$ cat src/rtl/reset_sequencer_pkg.sv
// Shared types and parameter helpers for the staged reset sequencer.
// Holds the FSM state encoding, the counter-width function and legal parameter ranges.
package reset_pkg;

    localparam int SYNC_STAGES_MIN = 2;
    localparam int SYNC_STAGES_MAX = 8;
    localparam int N_OUT_MIN       = 1;
    localparam int N_OUT_MAX       = 32;
    localparam int STRETCH_MIN     = 1;
    localparam int STAGGER_MIN     = 1;
    localparam int CNT_W_MIN       = 1;

    typedef enum logic [1:0] {
        HOLD    = 2'd0,
        RELEASE = 2'd1,
        RUN     = 2'd2
    } seq_state_t;

    // The shared stretch/stagger counter only ever reaches max(STRETCH, STAGGER) - 1.
    function automatic int cnt_width(input int stretch, input int stagger);
        int longest;
        longest = (stretch > stagger) ? stretch : stagger;
        return $clog2(longest + 1);
    endfunction

    function automatic int idx_width(input int n_out);
        return (n_out > 1) ? $clog2(n_out) : 1;
    endfunction

endpackage

$ cat src/rtl/reset_sequencer_sync_chain.sv
// Generic reset synchroniser: asserts asynchronously with reset, releases
// SYNC_STAGES clock edges after reset goes high.
module reset_sync_chain
    import reset_pkg::*;
#(
    parameter int SYNC_STAGES = 2
) (
    input  logic clk,
    input  logic reset,
    output logic reset_sync
);

    if (SYNC_STAGES < SYNC_STAGES_MIN || SYNC_STAGES > SYNC_STAGES_MAX) begin : g_bad_stages
        $error("reset_sync_chain: SYNC_STAGES must be in 2..8");
    end

    (* ASYNC_REG = "TRUE" *) logic [SYNC_STAGES-1:0] chain;

    always_ff @(posedge clk or negedge reset) begin
        if (!reset) begin
            chain <= '0;
        end else begin
            chain <= {chain[SYNC_STAGES-2:0], 1'b1};
        end
    end

    assign reset_sync = chain[SYNC_STAGES-1];

endmodule

$ cat src/rtl/reset_sequencer.sv
// Staged reset generator: synchronises the board reset, holds all outputs for
// STRETCH cycles, then releases breset[0..N_OUT-1] every STAGGER cycles.
module reset_sequencer
    import reset_pkg::*;
#(
    parameter int SYNC_STAGES = 2,
    parameter int N_OUT       = 4,
    parameter int STRETCH     = 16,
    parameter int STAGGER     = 8,
    parameter int CNT_W       = 8
) (
    input  logic             clk,
    input  logic             reset,
    input  logic             sw_reset_req,
    output logic [N_OUT-1:0] breset,
    output logic             ready,
    output logic [CNT_W-1:0] sw_reset_count
);

    localparam int CW = cnt_width(STRETCH, STAGGER);
    localparam int IW = idx_width(N_OUT);

    localparam logic [CW-1:0]    STRETCH_LAST = CW'(STRETCH - 1);
    localparam logic [CW-1:0]    STAGGER_LAST = CW'(STAGGER - 1);
    localparam logic [IW-1:0]    IDX_LAST     = IW'(N_OUT - 1);
    localparam logic [N_OUT-1:0] BIT0         = N_OUT'(1);

    if (N_OUT < N_OUT_MIN || N_OUT > N_OUT_MAX) begin : g_bad_n_out
        $error("reset_sequencer: N_OUT must be in 1..32");
    end
    if (STRETCH < STRETCH_MIN) begin : g_bad_stretch
        $error("reset_sequencer: STRETCH must be at least 1");
    end
    if (STAGGER < STAGGER_MIN) begin : g_bad_stagger
        $error("reset_sequencer: STAGGER must be at least 1");
    end
    if (CNT_W < CNT_W_MIN) begin : g_bad_cnt_w
        $error("reset_sequencer: CNT_W must be at least 1");
    end

    logic       rst_sync;
    logic       sw_accept;
    seq_state_t state;
    logic [CW-1:0] cnt;
    logic [IW-1:0] idx;

    reset_sync_chain #(
        .SYNC_STAGES (SYNC_STAGES)
    ) u_sync (
        .clk        (clk),
        .reset      (reset),
        .reset_sync (rst_sync)
    );

    // Requests only count once the synchronised reset has released.
    assign sw_accept = sw_reset_req & rst_sync;

    always_ff @(posedge clk or negedge reset) begin
        if (!reset) begin
            state  <= HOLD;
            cnt    <= '0;
            idx    <= '0;
            breset <= '0;
            ready  <= 1'b0;
        end else if (sw_accept) begin
            state  <= HOLD;
            cnt    <= '0;
            idx    <= '0;
            breset <= '0;
            ready  <= 1'b0;
        end else begin
            case (state)
                HOLD: begin
                    if (rst_sync) begin
                        if (cnt == STRETCH_LAST) begin
                            cnt    <= '0;
                            breset <= BIT0;
                            if (N_OUT == 1) begin
                                state <= RUN;
                            end else begin
                                idx   <= IW'(1);
                                state <= RELEASE;
                            end
                        end else begin
                            cnt <= cnt + 1'b1;
                        end
                    end
                end
                RELEASE: begin
                    // idx names the next bit to release; bits are only ever OR-ed in.
                    if (cnt == STAGGER_LAST) begin
                        cnt    <= '0;
                        breset <= breset | (BIT0 << idx);
                        if (idx == IDX_LAST) begin
                            state <= RUN;
                        end else begin
                            idx <= idx + 1'b1;
                        end
                    end else begin
                        cnt <= cnt + 1'b1;
                    end
                end
                RUN: begin
                    ready <= 1'b1;
                end
                default: begin
                    state <= HOLD;
                end
            endcase
        end
    end

    // Saturating event counter, cleared only by the board reset.
    always_ff @(posedge clk or negedge reset) begin
        if (!reset) begin
            sw_reset_count <= '0;
        end else if (sw_accept && (sw_reset_count != '1)) begin
            sw_reset_count <= sw_reset_count + 1'b1;
        end
    end

endmodule

$ cat config.mk
export PLATFORM = sky130hd
export DESIGN_NAME = reset_sequencer
export DESIGN_NICKNAME = d
export VERILOG_FILES = /design/src/rtl/reset_sequencer_pkg.sv /design/src/rtl/reset_sequencer_sync_chain.sv /design/src/rtl/reset_sequencer.sv
export SDC_FILE = /design/constraint.sdc
export NUM_CORES = 1
export LEC_CHECK = 0
export CAP_MARGIN = 20
export CORE_MARGIN = 2
export CORE_UTILIZATION = 45
export CTS_CLUSTER_SIZE = 16
export DETAILED_ROUTE_END_ITERATION = 12
export PLACE_DENSITY = 0.67
export SLEW_MARGIN = 20
export SYNTH_ARGS = -nofsm -noshare
export SYNTH_HDL_FRONTEND = slang
export SYNTH_SLANG_ARGS = --single-unit
$ cat constraint.sdc
create_clock -name clk -period 2.3 [get_ports clk]
set_clock_uncertainty 0.1 [all_clocks]
set_input_delay 0.23 -clock clk [delete_from_list [all_inputs] [get_ports clk]]
set_output_delay 0.23 -clock clk [all_outputs]
set_load 0.02 [all_outputs]
=== After elaboration in Yosys (flattened, before gate mapping) ===
Index checks and enable logic that the tools add are counted.

* Flip-flop bits (word level): 24
* Input port bits: 3
* Output and inout bits: 13
* Logic and storage cells: 55

* Add/sub/neg operators: 3
* Eq/ne operators: 12
* Shifts and indexed selects: 1
* Muxes and demuxes: 22
* Bitwise gates (word level): 2
* Reduce and logical (&&, ||, !) cells: 8

{| class="wikitable"
|+ Operators by type and width
! cell !! number
|-
| 5-bit two-way mux || 4
|-
| 2-bit two-way mux || 8
|-
| 4-bit two-way mux || 4
|-
| 3-bit inequality test, second input constant || 4
|-
| 5-bit one-hot mux with 2 select lines || 1
|-
| 5-bit AND reduction || 2
|-
| 8-bit by 1-bit adder with 8-bit output, second input constant || 1
|-
| 8-bit inequality test, second input constant || 1
|-
| 4-bit one-hot mux with 2 select lines || 1
|-
| 2-bit one-hot mux with 3 select lines || 1
|-
| 5-bit by 1-bit adder with 5-bit output, second input constant || 1
|-
| 5-bit by 3-bit equality test with 1-bit output, second input constant || 1
|-
| 5-bit by 4-bit equality test with 1-bit output, second input constant || 1
|-
| 2-bit equality test, second input constant || 2
|-
| 4-bit OR || 1
|-
| 2-bit one-hot mux with 2 select lines || 1
|-
| 4-bit AND reduction || 1
|-
| 1-bit by 2-bit left shift with 4-bit output, first input constant || 1
|-
| 3-bit by 2-bit inequality test with 1-bit output, second input constant || 1
|-
| 3-bit nonzero test || 1
|-
| 2-bit by 1-bit adder with 2-bit output, second input constant || 1
|-
| 2-bit by 1-bit equality test with 1-bit output, second input constant || 1
|-
| 2-bit zero test || 1
|-
| 1-bit two-way mux || 2
|-
| 5 further kinds || 5
|}

=== Depth between registers and ports, before layout ===
Gate-level depths: netlist (run 1).

* Depth after elaboration: 5
* Mapped depth: 8

=== Modules after synthesis ===
Synthesis (run 1) repeated with hierarchy kept, for this count alone.

* Cells, all modules: 122
* Area, all modules: 1231.2 µm²

{| class="wikitable"
|+ By module, submodules not included
! module !! instances !! cells an instance !! area an instance (µm²) !! seq. area each (µm²)
|-
| reset_sequencer || 1 || 119 || 1177.4 || 550.5
|-
| reset_sync_chain || 1 || 3 || 53.8 || 50.0
|}

=== Worst setup path before layout (run 1) ===
OpenSTA, ideal clock, no wires.

* Path kind: register to register
* Start point: register cnt[0]
* End point: register cnt[3]
* Library setup time: 64 ps
* Data arrival time: 1921 ps
* Data required time: 2136 ps
* Path slack: 215 ps
* Stages on the path, launching flop included: 9
* Buffers on the path: 0
* Clock period less this slack: 2085 ps
* Cell sequence: dfrtp_1 > ha_1 > nand3_1 > inv_1 > ha_1 > or4b_1 > o32a_2 > nor3_2 > a211o_1

* Longest elaborated chain between the ends: 5
* Elaborated cells between the ends (all ways): 8
* Those cells by class: add/sub (1); eq/ne (2); mux (5)

{| class="wikitable"
|+ RTL lines
! what !! RTL line !! text
|-
| start: declaration || reset_sequencer.sv:44 || <nowiki>logic [CW-1:0] cnt;</nowiki>
|-
| start signal: assignment || reset_sequencer.sv:85 || <nowiki>cnt <= cnt + 1'b1;</nowiki>
|-
| start signal: assignment || reset_sequencer.sv:100 || <nowiki>cnt <= cnt + 1'b1;</nowiki>
|-
| 5-bit by 1-bit adder with 5-bit output or 5-bit by 4-bit equality test with 1-bit output (tied branches) || reset_sequencer.sv:85, reset_sequencer.sv:100, reset_sequencer.sv:75 ||
|-
| 5-bit two-way mux || reset_sequencer.sv:75 || <nowiki>if (cnt == STRETCH_LAST) begin</nowiki>
|-
| 5-bit two-way mux || reset_sequencer.sv:74 || <nowiki>if (rst_sync) begin</nowiki>
|-
| 5-bit one-hot mux with 2 select lines (*) || reset_sequencer.sv:72 || <nowiki>case (state)</nowiki>
|-
| 5-bit two-way mux (*) || reset_sequencer.sv:65 || <nowiki>end else if (sw_accept) begin</nowiki>
|}

Every way passes the cells marked *; elsewhere a longest branch is shown, timed or not. The select of a mux whose other input is x is not followed.
A chain may end at the register's enable or synchronous reset.

=== Worst setup path after layout (run 1) ===
Ends and elaborated chain as after synthesis.

==> impl_results.html, run 1 <==
<table>
<tr><th>Metric</th><th>Value</th></tr>
<tr><th colspan="2">Place</th></tr>
<tr><td>Count of input and output buffers</td><td>15</td></tr>
<tr><td>Routability congestion estimate</td><td>0.767</td></tr>
<tr><td>Area of placed instances</td><td>0.00140 mm^2</td></tr>
<tr><td>Detailed placement HPWL</td><td>1630 um</td></tr>
<tr><td>Placed instance count</td><td>161</td></tr>
<tr><th colspan="2">Synthesis</th></tr>
<tr><td>Netlist area before placement</td><td>between 0.001 and 0.0015 mm^2</td></tr>
<tr><td>Yosys cell types</td><td>34</td></tr>
<tr><td>Most repeated cell in the gate-level netlist after synthesis</td><td>dfrtp_1</td></tr>
<tr><td>Portion of the post-synthesis area used by sequential elements</td><td>approximately half</td></tr>
<tr><td>Syn Area/Cell</td><td>roughly 10 um^2</td></tr>
<tr><td>Synthesized net count</td><td>roughly 130</td></tr>
<tr><td>Post-synth ARST share</td><td>100%</td></tr>
<tr><td>Post-synth top area share</td><td>49.2%</td></tr>
<tr><td>Area contributors post-synth</td><td>dfrtp_1, ha_1, a21oi_1</td></tr>
<tr><td>Cells after Synth</td><td>118</td></tr>
<tr><td>Ranking of synthesized cells by instance count</td><td>dfrtp_1, a21oi_1, nand2_1</td></tr>
<tr><td>Yosys reg bits</td><td>24</td></tr>
<tr><td>Post-synthesis cell type with the largest combined area</td><td>dfrtp_1</td></tr>
<tr><td>YS warnings</td><td>0</td></tr>
<tr><td>Number of enable-type register cells in the synthesized netlist</td><td>0</td></tr>
<tr><td>Primary FF master, synth</td><td>dfrtp_1</td></tr>
<tr><th colspan="2">Critical path</th></tr>
<tr><td>Register-to-register setup slack</td><td>120 ps</td></tr>
<tr><td>Maximum single-stage delay on the critical path</td><td>500 ps</td></tr>
<tr><td>Maximum net fanout on the critical path</td><td>5</td></tr>
<tr><td>Most used cell, CP</td><td>ha_2</td></tr>
<tr><td>Startpoint of the worst-slack reg-to-reg timing path</td><td>cnt[0]</td></tr>
<tr><td>Kind of capture point of the worst setup path</td><td>flip-flop</td></tr>
<tr><td>Arrival time reported for the critical path endpoint</td><td>2360 ps</td></tr>
<tr><td>FF-to-FF End</td><td>cnt[3]</td></tr>
<tr><td>FF-to-FF path depth</td><td>8</td></tr>
<tr><td>Startpoint types</td><td>flip-flop</td></tr>
<tr><td>Number of buffer and inverter stages on the critical path</td><td>1</td></tr>
<tr><td>Slowest cell on crit path</td><td>or4b_1</td></tr>
<tr><td>Kind of critical path</td><td>flip-flop to flip-flop</td></tr>
<tr><td>Critical path's top delay family</td><td>simple AND/OR/NAND/NOR gates</td></tr>
<tr><td>Number of logic stages on the critical path including buffering</td><td>8</td></tr>
<tr><td>Critical path data required time</td><td>approximately 2500 ps</td></tr>
<tr><td>Series of cell instances along the critical path</td><td>ha_2 &gt; nand3_1 &gt; inv_1 &gt; ha_2 &gt; or4b_1 &gt; o32a_2 &gt; nor3_2 &gt; a211o_1</td></tr>
<tr><th colspan="2">Global route</th></tr>
<tr><td>Overall Global Routing Usage</td><td>16.3%</td></tr>
<tr><td>Global-route track usage on met3</td><td>4.88%</td></tr>
<tr><td>Pin count of the biggest net entering global routing</td><td>25</td></tr>
<tr><td>Global-route wire length before repair</td><td>a little under 4000 um</td></tr>
<tr><td>GR peak layer</td><td>met2</td></tr>
<tr><td>Antenna violations before repair</td><td>0</td></tr>
<tr><td>GRT met1 Usage</td><td>22.3%</td></tr>
<tr><td>Number of global-route vias before repair</td><td>around 850</td></tr>
<tr><td>Met2 global-route usage</td><td>24.4%</td></tr>
<tr><td>Global-route congestion overflow total</td><td>0</td></tr>
<tr><th colspan="2">Outcome</th></tr>
<tr><td>Status</td><td>finished clean</td></tr>
<tr><th colspan="2">Detailed routing</th></tr>
<tr><td>Routed WL</td><td>2320 um</td></tr>
<tr><td>DR WL/cell</td><td>13.9 um</td></tr>
<tr><td>Vias per Instance</td><td>about 5.4</td></tr>
<tr><td>Antenna Nets Post-Route</td><td>0</td></tr>
<tr><td>Total number of vias</td><td>901</td></tr>
<tr><td>Number of DRC markers in iteration 0</td><td>31</td></tr>
<tr><td>Initial DRT Pass Iterations</td><td>4</td></tr>
<tr><td>Post-route DRC violation count</td><td>0</td></tr>
<tr><th colspan="2">Clock tree</th></tr>
<tr><td>Clock transition at the register clock pins on the worst setup and hold paths after CTS</td><td>140 ps</td></tr>
<tr><td>Library cell used as clock root buffer</td><td>clkbuf_4</td></tr>
<tr><td>TritonCTS clock tree</td><td>built</td></tr>
<tr><td>Worst skew pair latency</td><td>320 ps</td></tr>
<tr><td>Maximum number of buffers from clock root to sink</td><td>2</td></tr>
<tr><td>Total number of clock tree sinks</td><td>24</td></tr>
<tr><td>H-tree depth reported by CTS</td><td>1</td></tr>
<tr><td>Number of CTS-inserted buffers</td><td>3</td></tr>
<tr><th colspan="2">Power</th></tr>
<tr><td>Combinational share of power</td><td>a little over a quarter</td></tr>
<tr><td>Seq pwr share</td><td>47.3%</td></tr>
<tr><td>Worst VDD drop</td><td>between 0.0005 and 0.0006 V</td></tr>
<tr><td>PwrDens</td><td>797 mW/mm^2</td></tr>
<tr><td>Part of the total power dissipated in the clock network</td><td>26.7%</td></tr>
<tr><td>Power dissipated by switching net loads</td><td>354 uW</td></tr>
<tr><td>Cell-internal power</td><td>815 uW</td></tr>
<tr><td>Sw frac</td><td>30.3%</td></tr>
<tr><td>Leakage</td><td>0.000669 uW</td></tr>
<tr><th colspan="2">Floorplanning</th></tr>
<tr><td>Core footprint</td><td>roughly 0.0025 mm^2</td></tr>
<tr><td>Number of standard-cell rows in the floorplan</td><td>18</td></tr>
<tr><td>Die width</td><td>56.1 um</td></tr>
<tr><td>Total Die Area</td><td>0.00315 mm^2</td></tr>
<tr><td>I/O Pins</td><td>16</td></tr>
<tr><td>Die outline height</td><td>56.1 um</td></tr>
<tr><td>Initial core utilization</td><td>48.4%</td></tr>
<tr><th colspan="2">STA</th></tr>
<tr><td>Final-layout setup total negative slack</td><td>0 ps</td></tr>
<tr><td>Setup repair after global routing missed its margin</td><td>no</td></tr>
<tr><td>Hold Violations, Final</td><td>0</td></tr>
<tr><td>Final clock period utilization by the worst path</td><td>94.8%</td></tr>
<tr><td>Final setup vio count</td><td>0</td></tr>
<tr><td>Final critical-path required period</td><td>2180 ps</td></tr>
<tr><td>Final count of pins violating max slew</td><td>0</td></tr>
<tr><td>Highest attainable clock frequency</td><td>459 MHz</td></tr>
<tr><th colspan="2">Layout</th></tr>
<tr><td>Area growth syn-to-layout</td><td>20.2%</td></tr>
<tr><td>Design Area, Final</td><td>around 0.0015 mm^2</td></tr>
<tr><td>Layout Cells excl Fill</td><td>167</td></tr>
<tr><td>Net count, final</td><td>149</td></tr>
<tr><td>Ratio of cells with drive above 1 in the final layout</td><td>11.7%</td></tr>
<tr><td>Number of fill cells in the layout</td><td>roughly 240</td></tr>
<tr><td>Count of inserted antenna diode cells</td><td>0</td></tr>
<tr><th colspan="2">Hold path</th></tr>
<tr><td>Type of the tightest min-delay check</td><td>input port to asynchronous set/reset pin</td></tr>
<tr><th colspan="2">Flow run</th></tr>
<tr><td>Max capacitance violation total</td><td>0</td></tr>
</table>
[sequential cells by signal, summed over array words and instances (netlist names)]
register	cells
cnt	5
sw_reset_count	8
ready	1
state	2
breset	4
u_sync.chain	2
idx	2
[area by class of cell]
cell class                 instances  area [um^2]  share of cell area (%)
clock buffer                       3         22.5                    1.53
multi-input combinational         83          574                    39.1
clock inverter                     1         30.0                    2.05
sequential                        24          601                    40.9
inverter                           8         30.0                    2.05
timing repair buffer              18          173                    11.8
tap                               30         37.5                    2.56
[cells in the final DEF (no fill, tap or decap), types with 2 or more instances in the layout]
| master | n |
|---|---|
| dfrtp_1 | 24 |
| clkdlybuf4s50_1 | 15 |
| a21oi_1 | 11 |
| nand2_1 | 9 |
| inv_1 | 8 |
| nor2_1 | 8 |
| xnor2_1 | 6 |
| ha_1 | 6 |
| nand3_1 | 5 |
| o21ai_0 | 5 |
| and3_1 | 3 |
| nand4_1 | 3 |
| clkbuf_4 | 3 |
| buf_4 | 3 |
| and4bb_2 | 2 |
| nor2b_1 | 2 |
| a211o_1 | 2 |
| o31ai_1 | 2 |
| ha_2 | 2 |
[logic make-up after synthesis]
kind of cell,after synthesis,synth area share [%]
AOI/OAI and AO/OA,28,15.1
and+or+nand+nor,38,17.1
other,1,0.307
DFF,24,49.2
xor gates and xnor gates,7,5.02
buffers and inverters,11,4.20
adders and majority gates,8,8.20
muxes,1,0.922
[per-layer routing]
layer,up-vias,part of all wire [%]
met4,0,1.4
met5,-,0
met2,18,45
met3,4,3.8
li1,454,-
met1,425,50
[power by group through the flow]
stage | clock network [uW] | registers (uW) | logic [uW]
after floorplan | 0 | 613 | 101
after global placement | 0 | 557 | 298
after detailed placement | 0 | 560 | 301
after CTS | 322 | 554 | 303
after global routing | 334 | 566 | 337
final | 312 | 553 | 305
[timing repair]
item / in CTS / in global routing
setup buffers: 0 / 2
setup endpoints to repair: 0 / 2
resized for setup: 0 / 2
hold buffers: 0 / 0
[worst reg2reg max path, cell delays in order (launching register included)]
cell and delay (ps):
dfrtp_1 440, ha_2 220, nand3_1 110, inv_1 60, ha_2 190, or4b_1 500
o32a_2 230, nor3_2 160, a211o_1 120
[metrics by stage]
| step | setup slack [ps] | power, uW | hold WS (ps) | util, % |
|---|---|---|---|---|
| 6_report | 120 | 1170 | 144 | 58.2 |
| 4_1_cts | 42.7 | 1180 | 148 | 57.4 |
| 2_1_floorplan | 215 | 714 | -166 | - |
| 3_3_place_gp | 146 | 856 | 236 | 55.3 |
| 3_5_place_dp | 71.7 | 861 | 246 | 55.3 |
| 5_1_grt | 12.4 | 1240 | 149 | 58.2 |
[how the worst max path moves through the flow]
stage | start | endpoint
3_5_place_dp | cnt[0] | cnt[3]
2_1_floorplan | cnt[0] | cnt[3]
3_3_place_gp | cnt[0] | cnt[3]
5_1_grt | cnt[0] | cnt[3]
4_1_cts | cnt[0] | cnt[3]
6_report | cnt[0] | cnt[3]
(Power assumes the default switching activity.)
==> inputs of run 2 (changes only) <==
Clock period 2.3 ns to 2.45 ns, I/O delays scaled along.
==> run 2 against run 1 <==
- maximum frequency decreased by 2.7%
- non-clock buffer count decreased by 2
- clock power is 6% lower
- power decreased by 6.6%
- clock-buffer cell count did not move
- sequential share of layout area increased by 0.57 points
- critical path type unchanged
- largest cell class unchanged
- largest power group unchanged
==> impl_results.html, run 2 (synthesized netlist as in run 1, its figures left out) <==
<table>
<tr><th>Metric</th><th>Value</th></tr>
<tr><th colspan="2">Power</th></tr>
<tr><td>Worst VDD drop</td><td>0.000535 V (was 0.000571 V)</td></tr>
<tr><td>Part of the total power dissipated in the clock network</td><td>26.8% (was 26.7%)</td></tr>
<tr><td>Power dissipated by switching net loads</td><td>331 uW (was 354 uW)</td></tr>
<tr><td>Leakage</td><td>0.000662 uW (was 0.000669 uW)</td></tr>
<tr><td>Seq pwr share</td><td>47.5% (was 47.3%)</td></tr>
<tr><td>Sw frac</td><td>30.4% (was 30.3%)</td></tr>
<tr><td>PwrDens</td><td>754 mW/mm^2 (was 797 mW/mm^2)</td></tr>
<tr><td>Cell-internal power</td><td>761 uW (was 815 uW)</td></tr>
<tr><td>Combinational share of power</td><td>25.6% (was 26.1%)</td></tr>
<tr><th colspan="2">Layout</th></tr>
<tr><td>Design Area, Final</td><td>0.00145 mm^2 (was 0.00147 mm^2)</td></tr>
<tr><td>Commonest cells after routing, fill and taps aside</td><td>dfrtp_1, clkdlybuf4s50_1, a21oi_1 (unchanged)</td></tr>
<tr><td>Count of inserted antenna diode cells</td><td>0 (unchanged)</td></tr>
<tr><td>Biggest regs</td><td>sw_reset_count x8, cnt x5, breset x4 (unchanged)</td></tr>
<tr><td>Most common cell after layout, fill and taps aside</td><td>dfrtp_1 (unchanged)</td></tr>
<tr><td>Flip-flop count of the largest register, all copies and words added</td><td>8 (unchanged)</td></tr>
<tr><td>Area growth syn-to-layout</td><td>18.5% (was 20.2%)</td></tr>
<tr><td>Net count, final</td><td>147 (was 149)</td></tr>
<tr><td>Number of fill cells in the layout</td><td>243 (was 238)</td></tr>
<tr><td>Ratio of cells with drive above 1 in the final layout</td><td>8.89% (was 11.7%)</td></tr>
<tr><td>Multi-input gate area</td><td>569 um^2 (was 574 um^2)</td></tr>
<tr><td>Top reg by flops</td><td>sw_reset_count (unchanged)</td></tr>
<tr><td>Sequential cell area</td><td>601 um^2 (unchanged)</td></tr>
<tr><td>Utilization after layout</td><td>57.4% (was 58.2%)</td></tr>
<tr><th colspan="2">Clock tree</th></tr>
<tr><td>Maximum number of buffers from clock root to sink</td><td>2 (unchanged)</td></tr>
<tr><td>Clock transition at the register clock pins on the worst setup and hold paths after CTS</td><td>140 ps (about the same)</td></tr>
<tr><td>H-tree depth reported by CTS</td><td>1 (unchanged)</td></tr>
<tr><td>TritonCTS clock tree</td><td>built (unchanged)</td></tr>
<tr><td>Post-CTS Setup Inserts</td><td>0 (unchanged)</td></tr>
<tr><td>Number of CTS-inserted buffers</td><td>3 (unchanged)</td></tr>
<tr><td>Worst skew pair latency</td><td>320 ps (about the same)</td></tr>
<tr><td>Library cell used as clock root buffer</td><td>clkbuf_4 (unchanged)</td></tr>
<tr><td>Count of hold-fix buffers inserted at cts</td><td>0 (unchanged)</td></tr>
<tr><td>Quantity of gates resized following cts</td><td>0 (unchanged)</td></tr>
<tr><td>Total number of clock tree sinks</td><td>24 (unchanged)</td></tr>
<tr><th colspan="2">Floorplanning</th></tr>
<tr><td>Initial core utilization</td><td>48.4% (unchanged)</td></tr>
<tr><td>Total Die Area</td><td>0.00315 mm^2 (unchanged)</td></tr>
<tr><td>Die outline height</td><td>56.1 um (unchanged)</td></tr>
<tr><td>I/O Pins</td><td>16 (unchanged)</td></tr>
<tr><td>Die width</td><td>56.1 um (unchanged)</td></tr>
<tr><td>Core footprint</td><td>0.00252 mm^2 (unchanged)</td></tr>
<tr><td>Number of standard-cell rows in the floorplan</td><td>18 (unchanged)</td></tr>
<tr><th colspan="2">STA</th></tr>
<tr><td>Final-layout setup total negative slack</td><td>0 ps (unchanged)</td></tr>
<tr><td>Highest attainable clock frequency</td><td>446 MHz (was 459 MHz)</td></tr>
<tr><td>Final setup vio count</td><td>0 (unchanged)</td></tr>
<tr><td>Final clock period utilization by the worst path</td><td>91.4% (was 94.8%)</td></tr>
<tr><td>Hold Violations, Final</td><td>0 (unchanged)</td></tr>
<tr><td>Final count of pins violating max slew</td><td>0 (unchanged)</td></tr>
<tr><td>Final critical-path required period</td><td>2240 ps (was 2180 ps)</td></tr>
<tr><td>Final hold slack</td><td>159 ps (was 144 ps)</td></tr>
<tr><td>Setup repair after global routing missed its margin</td><td>no (unchanged)</td></tr>
<tr><th colspan="2">Detailed routing</th></tr>
<tr><td>Vias per Instance</td><td>5.38 (was 5.40)</td></tr>
<tr><td>DR WL/cell</td><td>13.9 um (about the same)</td></tr>
<tr><td>Total number of vias</td><td>887 (was 901)</td></tr>
<tr><td>Post-route DRC violation count</td><td>0 (unchanged)</td></tr>
<tr><td>Initial DRT Pass Iterations</td><td>4 (unchanged)</td></tr>
<tr><td>Routed WL</td><td>2290 um (was 2320 um)</td></tr>
<tr><td>Antenna Nets Post-Route</td><td>0 (unchanged)</td></tr>
<tr><td>Number of DRC markers in iteration 0</td><td>18 (was 31)</td></tr>
<tr><th colspan="2">Global route</th></tr>
<tr><td>Global-route wire length before repair</td><td>3950 um (unchanged)</td></tr>
<tr><td>Global-route congestion overflow total</td><td>0 (unchanged)</td></tr>
<tr><td>Pin count of the biggest net entering global routing</td><td>25 (unchanged)</td></tr>
<tr><td>Overall Global Routing Usage</td><td>16.3% (unchanged)</td></tr>
<tr><td>Antenna violations before repair</td><td>0 (unchanged)</td></tr>
<tr><td>Number of global-route vias before repair</td><td>849 (unchanged)</td></tr>
<tr><th colspan="2">Critical path</th></tr>
<tr><td>Series of cell instances along the critical path</td><td>ha_1 &gt; nand3_1 &gt; inv_1 &gt; ha_1 &gt; or4b_1 &gt; o32a_2 &gt; nor3_2 &gt; a211o_1 (was ha_2 &gt; nand3_1 &gt; inv_1 &gt; ha_2 &gt; or4b_1 &gt; o32a_2 &gt; nor3_2 &gt; a211o_1)</td></tr>
<tr><td>Maximum single-stage delay on the critical path</td><td>510 ps (was 500 ps)</td></tr>
<tr><td>Register-to-register setup slack</td><td>210 ps (was 120 ps)</td></tr>
<tr><td>Arrival time reported for the critical path endpoint</td><td>2420 ps (was 2360 ps)</td></tr>
<tr><td>Slowest cell on crit path</td><td>or4b_1 (unchanged)</td></tr>
<tr><td>Kind of critical path</td><td>flip-flop to flip-flop (unchanged)</td></tr>
<tr><td>Startpoint types</td><td>flip-flop (unchanged)</td></tr>
<tr><td>Kind of capture point of the worst setup path</td><td>flip-flop (unchanged)</td></tr>
<tr><td>Critical path data required time</td><td>2630 ps (was 2480 ps)</td></tr>
<tr><td>Most used cell, CP</td><td>ha_1 (was ha_2)</td></tr>
<tr><td>Maximum net fanout on the critical path</td><td>5 (unchanged)</td></tr>
<tr><th colspan="2">Place</th></tr>
<tr><td>Routability congestion estimate</td><td>0.767 (about the same)</td></tr>
<tr><td>Area of placed instances</td><td>0.00140 mm^2 (unchanged)</td></tr>
<tr><td>Detailed placement HPWL</td><td>1630 um (unchanged)</td></tr>
<tr><td>Count of input and output buffers</td><td>15 (unchanged)</td></tr>
<tr><th colspan="2">Hold path</th></tr>
<tr><td>Type of the tightest min-delay check</td><td>input port to asynchronous set/reset pin (unchanged)</td></tr>
<tr><th colspan="2">Flow run</th></tr>
<tr><td>Max capacitance violation total</td><td>0 (unchanged)</td></tr>
<tr><th colspan="2">Outcome</th></tr>
<tr><td>Status</td><td>finished clean (unchanged)</td></tr>
</table>
run 2: cell types whose count changed in the layout (fill, tap and decap cells not counted):
| cell | before | now |
|---|---|---|
| buf_4 | 3 | 1 |
| ha_1 | 6 | 8 |
| ha_2 | 2 | 0 |
run 2: per-layer routing:
metal	GRT usage [%]	share of wire, %
met2	24.4	45
met1	22.3	50
met5	0	0
met4	6.12	1.4
met3	4.88	4.1
run 2: worst paths after layout:
path,from,to,cells after the start
max,cnt[0],cnt[3],8
min,reset,cnt[4],2
max reg2reg,cnt[0],cnt[3],8
min reg2reg,u_sync.chain[0],u_sync.chain[1],0
max in group asynchronous,reset,sw_reset_count[4],2
min in group clk,u_sync.chain[0],u_sync.chain[1],0
run 2: final cells by class:
| type | count | share of cell area (%) |
|---|---|---|
| clock buffer | 3 | 1.56 |
| tap | 30 | 2.59 |
| timing repair buffer | 16 | 10.9 |
| clock inverter | 1 | 2.07 |
| multi-input combinational | 83 | 39.3 |
| sequential | 24 | 41.5 |
| inverter | 8 | 2.07 |
run 2: stage by stage:
| stage | cells | power, uW | setup slack [ps] |
|---|---|---|---|
| after global placement | 161 | 803 | 296 |
| after floorplan | 118 | 671 | 365 |
| after global routing | 165 | 1160 | 56.5 |
| after CTS | 165 | 1110 | 193 |
| after detailed placement | 161 | 809 | 222 |
| final | 165 | 1090 | 210 |
run 2: worst max-delay path: cells and delay by family (launching register included):
kind            cells  cell delay (ps)
simple gates        3              790
buf+inv             1               50
fa+ha+maj           2              470
compound gates      2              350
flops               1              440
run 2: power groups by stage:
stage	clock network (uW)	logic [uW]	registers (uW)
after floorplan	0	95.3	575
after global placement	0	280	523
after detailed placement	0	283	526
after CTS	302	284	520
after global routing	313	310	532
final	293	280	519
==> inputs of run 3 (changes only) <==
Settings changed: SYNTH_HIERARCHICAL set to 1, TNS_END_PERCENT set to 5.
==> run 3 against run 2 <==
- sequential power about the same
- clock power decreased by 29%
- largest cell class unchanged
- highest routed layer is now met3
- power decreased by 8.3%
- design area increased by 0.86%
==> impl_results.html, run 3 <==
<table>
<tr><th>Metric</th><th>Value</th></tr>
<tr><th colspan="2">Outcome</th></tr>
<tr><td>Status</td><td>finished clean (unchanged)</td></tr>
<tr><th colspan="2">Critical path</th></tr>
<tr><td>Maximum single-stage delay on the critical path</td><td>510 ps (about the same)</td></tr>
<tr><td>Startpoint types</td><td>flip-flop (unchanged)</td></tr>
<tr><td>Arrival time reported for the critical path endpoint</td><td>2420 ps (about the same)</td></tr>
<tr><td>Kind of critical path</td><td>flip-flop to flip-flop (unchanged)</td></tr>
<tr><td>Slowest cell on crit path</td><td>or4b_1 (unchanged)</td></tr>
<tr><td>Critical path data required time</td><td>2610 ps (was 2630 ps)</td></tr>
<tr><td>Startpoint of the worst-slack reg-to-reg timing path</td><td>cnt[0] (unchanged)</td></tr>
<tr><td>Most used cell, CP</td><td>ha_1 (unchanged)</td></tr>
<tr><td>Kind of capture point of the worst setup path</td><td>flip-flop (unchanged)</td></tr>
<tr><td>FF-to-FF End</td><td>cnt[3] (unchanged)</td></tr>
<tr><td>FF-to-FF path depth</td><td>8 (unchanged)</td></tr>
<tr><td>Series of cell instances along the critical path</td><td>ha_1 &gt; nand3_1 &gt; inv_1 &gt; ha_1 &gt; or4b_1 &gt; o32a_2 &gt; nor3_2 &gt; a211o_1 (unchanged)</td></tr>
<tr><td>Maximum net fanout on the critical path</td><td>5 (unchanged)</td></tr>
<tr><td>Register-to-register setup slack</td><td>180 ps (was 210 ps)</td></tr>
<tr><th colspan="2">Place</th></tr>
<tr><td>Routability congestion estimate</td><td>0.877 (was 0.767)</td></tr>
<tr><td>Detailed placement HPWL</td><td>1710 um (was 1630 um)</td></tr>
<tr><td>Placement-stage worst setup slack</td><td>215 ps (was 222 ps)</td></tr>
<tr><td>Count of input and output buffers</td><td>15 (unchanged)</td></tr>
<tr><td>Placed instance count</td><td>167 (was 161)</td></tr>
<tr><th colspan="2">STA</th></tr>
<tr><td>Final hold slack</td><td>170 ps (was 159 ps)</td></tr>
<tr><td>Hold Violations, Final</td><td>0 (unchanged)</td></tr>
<tr><td>Setup repair after global routing missed its margin</td><td>no (unchanged)</td></tr>
<tr><td>Final critical-path required period</td><td>2270 ps (was 2240 ps)</td></tr>
<tr><td>Final setup vio count</td><td>0 (unchanged)</td></tr>
<tr><td>Final clock period utilization by the worst path</td><td>92.6% (was 91.4%)</td></tr>
<tr><td>Final-layout setup total negative slack</td><td>0 ps (unchanged)</td></tr>
<tr><td>Final count of pins violating max slew</td><td>0 (unchanged)</td></tr>
<tr><td>Highest attainable clock frequency</td><td>441 MHz (was 446 MHz)</td></tr>
<tr><td>Worst-case setup margin in the final layout</td><td>182 ps (was 210 ps)</td></tr>
<tr><th colspan="2">Clock tree</th></tr>
<tr><td>Count of hold-fix buffers inserted at cts</td><td>0 (unchanged)</td></tr>
<tr><td>TritonCTS clock tree</td><td>built (unchanged)</td></tr>
<tr><td>Maximum number of buffers from clock root to sink</td><td>2 (unchanged)</td></tr>
<tr><td>Clock transition at the register clock pins on the worst setup and hold paths after CTS</td><td>130 ps (was 140 ps)</td></tr>
<tr><td>Post-CTS Setup Inserts</td><td>0 (unchanged)</td></tr>
<tr><td>Worst skew pair latency</td><td>310 ps (was 320 ps)</td></tr>
<tr><td>Number of CTS-inserted buffers</td><td>3 (unchanged)</td></tr>
<tr><td>Total number of clock tree sinks</td><td>24 (unchanged)</td></tr>
<tr><td>Quantity of gates resized following cts</td><td>0 (unchanged)</td></tr>
<tr><td>Library cell used as clock root buffer</td><td>clkbuf_4 (unchanged)</td></tr>
<tr><td>H-tree depth reported by CTS</td><td>1 (unchanged)</td></tr>
<tr><th colspan="2">Power</th></tr>
<tr><td>Cell-internal power</td><td>675 uW (was 761 uW)</td></tr>
<tr><td>Sw frac</td><td>32.6% (was 30.4%)</td></tr>
<tr><td>Leakage</td><td>0.000689 uW (was 0.000662 uW)</td></tr>
<tr><td>Design Power</td><td>1000 uW (was 1090 uW)</td></tr>
<tr><td>Combinational share of power</td><td>27.0% (was 25.6%)</td></tr>
<tr><td>Power dissipated by switching net loads</td><td>326 uW (was 331 uW)</td></tr>
<tr><td>PwrDens</td><td>686 mW/mm^2 (was 754 mW/mm^2)</td></tr>
<tr><td>Worst VDD drop</td><td>0.000618 V (was 0.000535 V)</td></tr>
<tr><td>Seq pwr share</td><td>52.1% (was 47.5%)</td></tr>
<tr><td>Part of the total power dissipated in the clock network</td><td>20.9% (was 26.8%)</td></tr>
<tr><th colspan="2">Layout</th></tr>
<tr><td>Ratio of cells with drive above 1 in the final layout</td><td>7.80% (was 8.89%)</td></tr>
<tr><td>Top reg by flops</td><td>sw_reset_count (unchanged)</td></tr>
<tr><td>Commonest cells after routing, fill and taps aside</td><td>dfrtp_1, clkdlybuf4s50_1, nand2_1 (was dfrtp_1, clkdlybuf4s50_1, a21oi_1)</td></tr>
<tr><td>Net count, final</td><td>153 (was 147)</td></tr>
<tr><td>Count of inserted antenna diode cells</td><td>0 (unchanged)</td></tr>
<tr><td>Biggest regs</td><td>sw_reset_count x8, cnt x5, breset x4 (unchanged)</td></tr>
<tr><td>Flip-flop count of the largest register, all copies and words added</td><td>8 (unchanged)</td></tr>
<tr><td>Area growth syn-to-layout</td><td>18.6% (was 18.5%)</td></tr>
<tr><td>Most common cell after layout, fill and taps aside</td><td>dfrtp_1 (unchanged)</td></tr>
<tr><td>Layout Cells excl Fill</td><td>171 (was 165)</td></tr>
<tr><th colspan="2">Synthesis</th></tr>
<tr><td>Netlist area before placement</td><td>0.00123 mm^2 (was 0.00122 mm^2)</td></tr>
<tr><td>Adder-cell share of the synthesized area</td><td>8.13% (was 8.20%)</td></tr>
<tr><td>Number of enable-type register cells in the synthesized netlist</td><td>0 (unchanged)</td></tr>
<tr><td>Mux cell area share after synthesis</td><td>0.813% (was 0.922%)</td></tr>
<tr><td>Synthesized net count</td><td>133 (was 129)</td></tr>
<tr><td>Post-synthesis cell type with the largest combined area</td><td>dfrtp_1 (unchanged)</td></tr>
<tr><td>Cells after Synth</td><td>122 (was 118)</td></tr>
<tr><td>Yosys reg bits</td><td>24 (unchanged)</td></tr>
<tr><td>Dominant combinational cell family by area after synthesis</td><td>simple AND/OR/NAND/NOR gates (unchanged)</td></tr>
<tr><td>Primary FF master, synth</td><td>dfrtp_1 (unchanged)</td></tr>
<tr><td>Portion of the post-synthesis area used by sequential elements</td><td>48.8% (was 49.2%)</td></tr>
<tr><td>Fraction of the mapped netlist area in simple logic gates</td><td>20.0% (was 17.1%)</td></tr>
<tr><td>Syn Area/Cell</td><td>10.1 um^2 (was 10.3 um^2)</td></tr>
<tr><td>Area fraction in compound gates after synthesis</td><td>13.7% (was 15.1%)</td></tr>
<tr><td>Post-synth top area share</td><td>48.8% (was 49.2%)</td></tr>
<tr><td>Ranking of synthesized cells by instance count</td><td>dfrtp_1, nand2_1, nor2_1 (was dfrtp_1, a21oi_1, nand2_1)</td></tr>
<tr><td>Post-synth ARST share</td><td>100% (unchanged)</td></tr>
<tr><td>Yosys cell types</td><td>35 (was 34)</td></tr>
<tr><td>Most repeated cell in the gate-level netlist after synthesis</td><td>dfrtp_1 (unchanged)</td></tr>
<tr><td>Area contributors post-synth</td><td>dfrtp_1, ha_1, a21oi_1 (unchanged)</td></tr>
<tr><td>Xor/xnor cell area share of the yosys netlist</td><td>4.98% (was 5.02%)</td></tr>
<tr><td>YS warnings</td><td>6 (was 0)</td></tr>
<tr><th colspan="2">Global route</th></tr>
<tr><td>Met2 global-route usage</td><td>28.2% (was 24.4%)</td></tr>
<tr><td>Overall Global Routing Usage</td><td>16.1% (was 16.3%)</td></tr>
<tr><td>Global-route track usage on met3</td><td>3.23% (was 4.88%)</td></tr>
<tr><td>Number of global-route vias before repair</td><td>1010 (was 849)</td></tr>
<tr><td>GRT met1 Usage</td><td>20.8% (was 22.3%)</td></tr>
<tr><td>Pin count of the biggest net entering global routing</td><td>25 (unchanged)</td></tr>
<tr><td>Global-route wire length before repair</td><td>4250 um (was 3950 um)</td></tr>
<tr><td>Antenna violations before repair</td><td>0 (unchanged)</td></tr>
<tr><td>GR peak layer</td><td>met2 (unchanged)</td></tr>
<tr><td>Global-route congestion overflow total</td><td>0 (unchanged)</td></tr>
<tr><th colspan="2">Detailed routing</th></tr>
<tr><td>Vias per Instance</td><td>5.44 (was 5.38)</td></tr>
<tr><td>Post-route DRC violation count</td><td>0 (unchanged)</td></tr>
<tr><td>Number of DRC markers in iteration 0</td><td>11 (was 18)</td></tr>
<tr><td>Initial DRT Pass Iterations</td><td>4 (unchanged)</td></tr>
<tr><td>Routed WL</td><td>2300 um (was 2290 um)</td></tr>
<tr><td>Total number of vias</td><td>931 (was 887)</td></tr>
<tr><td>DR WL/cell</td><td>13.5 um (was 13.9 um)</td></tr>
<tr><td>Antenna Nets Post-Route</td><td>0 (unchanged)</td></tr>
<tr><th colspan="2">Floorplanning</th></tr>
<tr><td>Number of standard-cell rows in the floorplan</td><td>18 (unchanged)</td></tr>
<tr><td>Total Die Area</td><td>0.00317 mm^2 (was 0.00315 mm^2)</td></tr>
<tr><td>I/O Pins</td><td>16 (unchanged)</td></tr>
<tr><td>Core footprint</td><td>0.00254 mm^2 (was 0.00252 mm^2)</td></tr>
<tr><td>Die outline height</td><td>56.3 um (was 56.1 um)</td></tr>
<tr><td>Initial core utilization</td><td>48.4% (about the same)</td></tr>
<tr><td>Die width</td><td>56.3 um (was 56.1 um)</td></tr>
<tr><th colspan="2">Flow run</th></tr>
<tr><td>Max capacitance violation total</td><td>0 (unchanged)</td></tr>
<tr><th colspan="2">Hold path</th></tr>
<tr><td>Type of the tightest min-delay check</td><td>input port to asynchronous set/reset pin (unchanged)</td></tr>
</table>
[run 3: layout make-up]
| class | count | area (um^2) |
|---|---|---|
| Clock buffer | 4 | 36.3 |
| Fill cell | 231 | 1080 |
| Inverter | 8 | 30.0 |
| Multi-Input combinational cell | 88 | 591 |
| Sequential cell | 24 | 601 |
| Tap cell | 30 | 37.5 |
| Timing Repair Buffer | 17 | 165 |
[run 3: critical path: cells and delay by family (launching register included)]
family          cells  cell delay, ps
buf+inv             1              50
compound gates      2             370
fa+ha+maj           2             470
flops               1             430
simple gates        3             790
[run 3: metrics by stage]
stage / util (%) / area [um^2]
floorplan: - / 1230
global placement: 55.9 / 1420
detailed placement: 55.9 / 1420
CTS: 57.4 / 1460
global route: 57.4 / 1460
finish: 57.4 / 1460
[run 3: layer usage]
metal | wire (um) | vias up
met1 | 1100 | 456
met3 | 44 | 0
li1 | - | 464
met4 | 0 | 0
met5 | 0 | -
met2 | 1160 | 11
[run 3: power by group through the flow]
stage	combinational, uW	sequential, uW	clock (uW)
6_report	271	522	209
2_1_floorplan	90.1	574	0
5_1_grt	298	533	233
4_1_cts	275	522	218
3_5_place_dp	275	528	0
3_3_place_gp	269	525	0
[run 3: worst max-delay path by stage]
stage / cells after the start / end / slack (ps) / startpoint
2_1_floorplan: 8 / cnt[3] / 360 / cnt[0]
3_3_place_gp: 8 / cnt[3] / 300 / cnt[0]
3_5_place_dp: 8 / cnt[3] / 210 / cnt[0]
4_1_cts: 8 / cnt[3] / 180 / cnt[0]
5_1_grt: 8 / cnt[3] / 70 / cnt[0]
6_report: 8 / cnt[3] / 180 / cnt[0]
[run 3: kinds of logic after synthesis]
group | after synthesis
AOI/OAI and AO/OA | 26
DFF | 24
and+or+nand+nor | 45
xor gates and xnor gates | 7
other | 1
adders and majority gates | 8
buffers and inverters | 10
muxes | 1
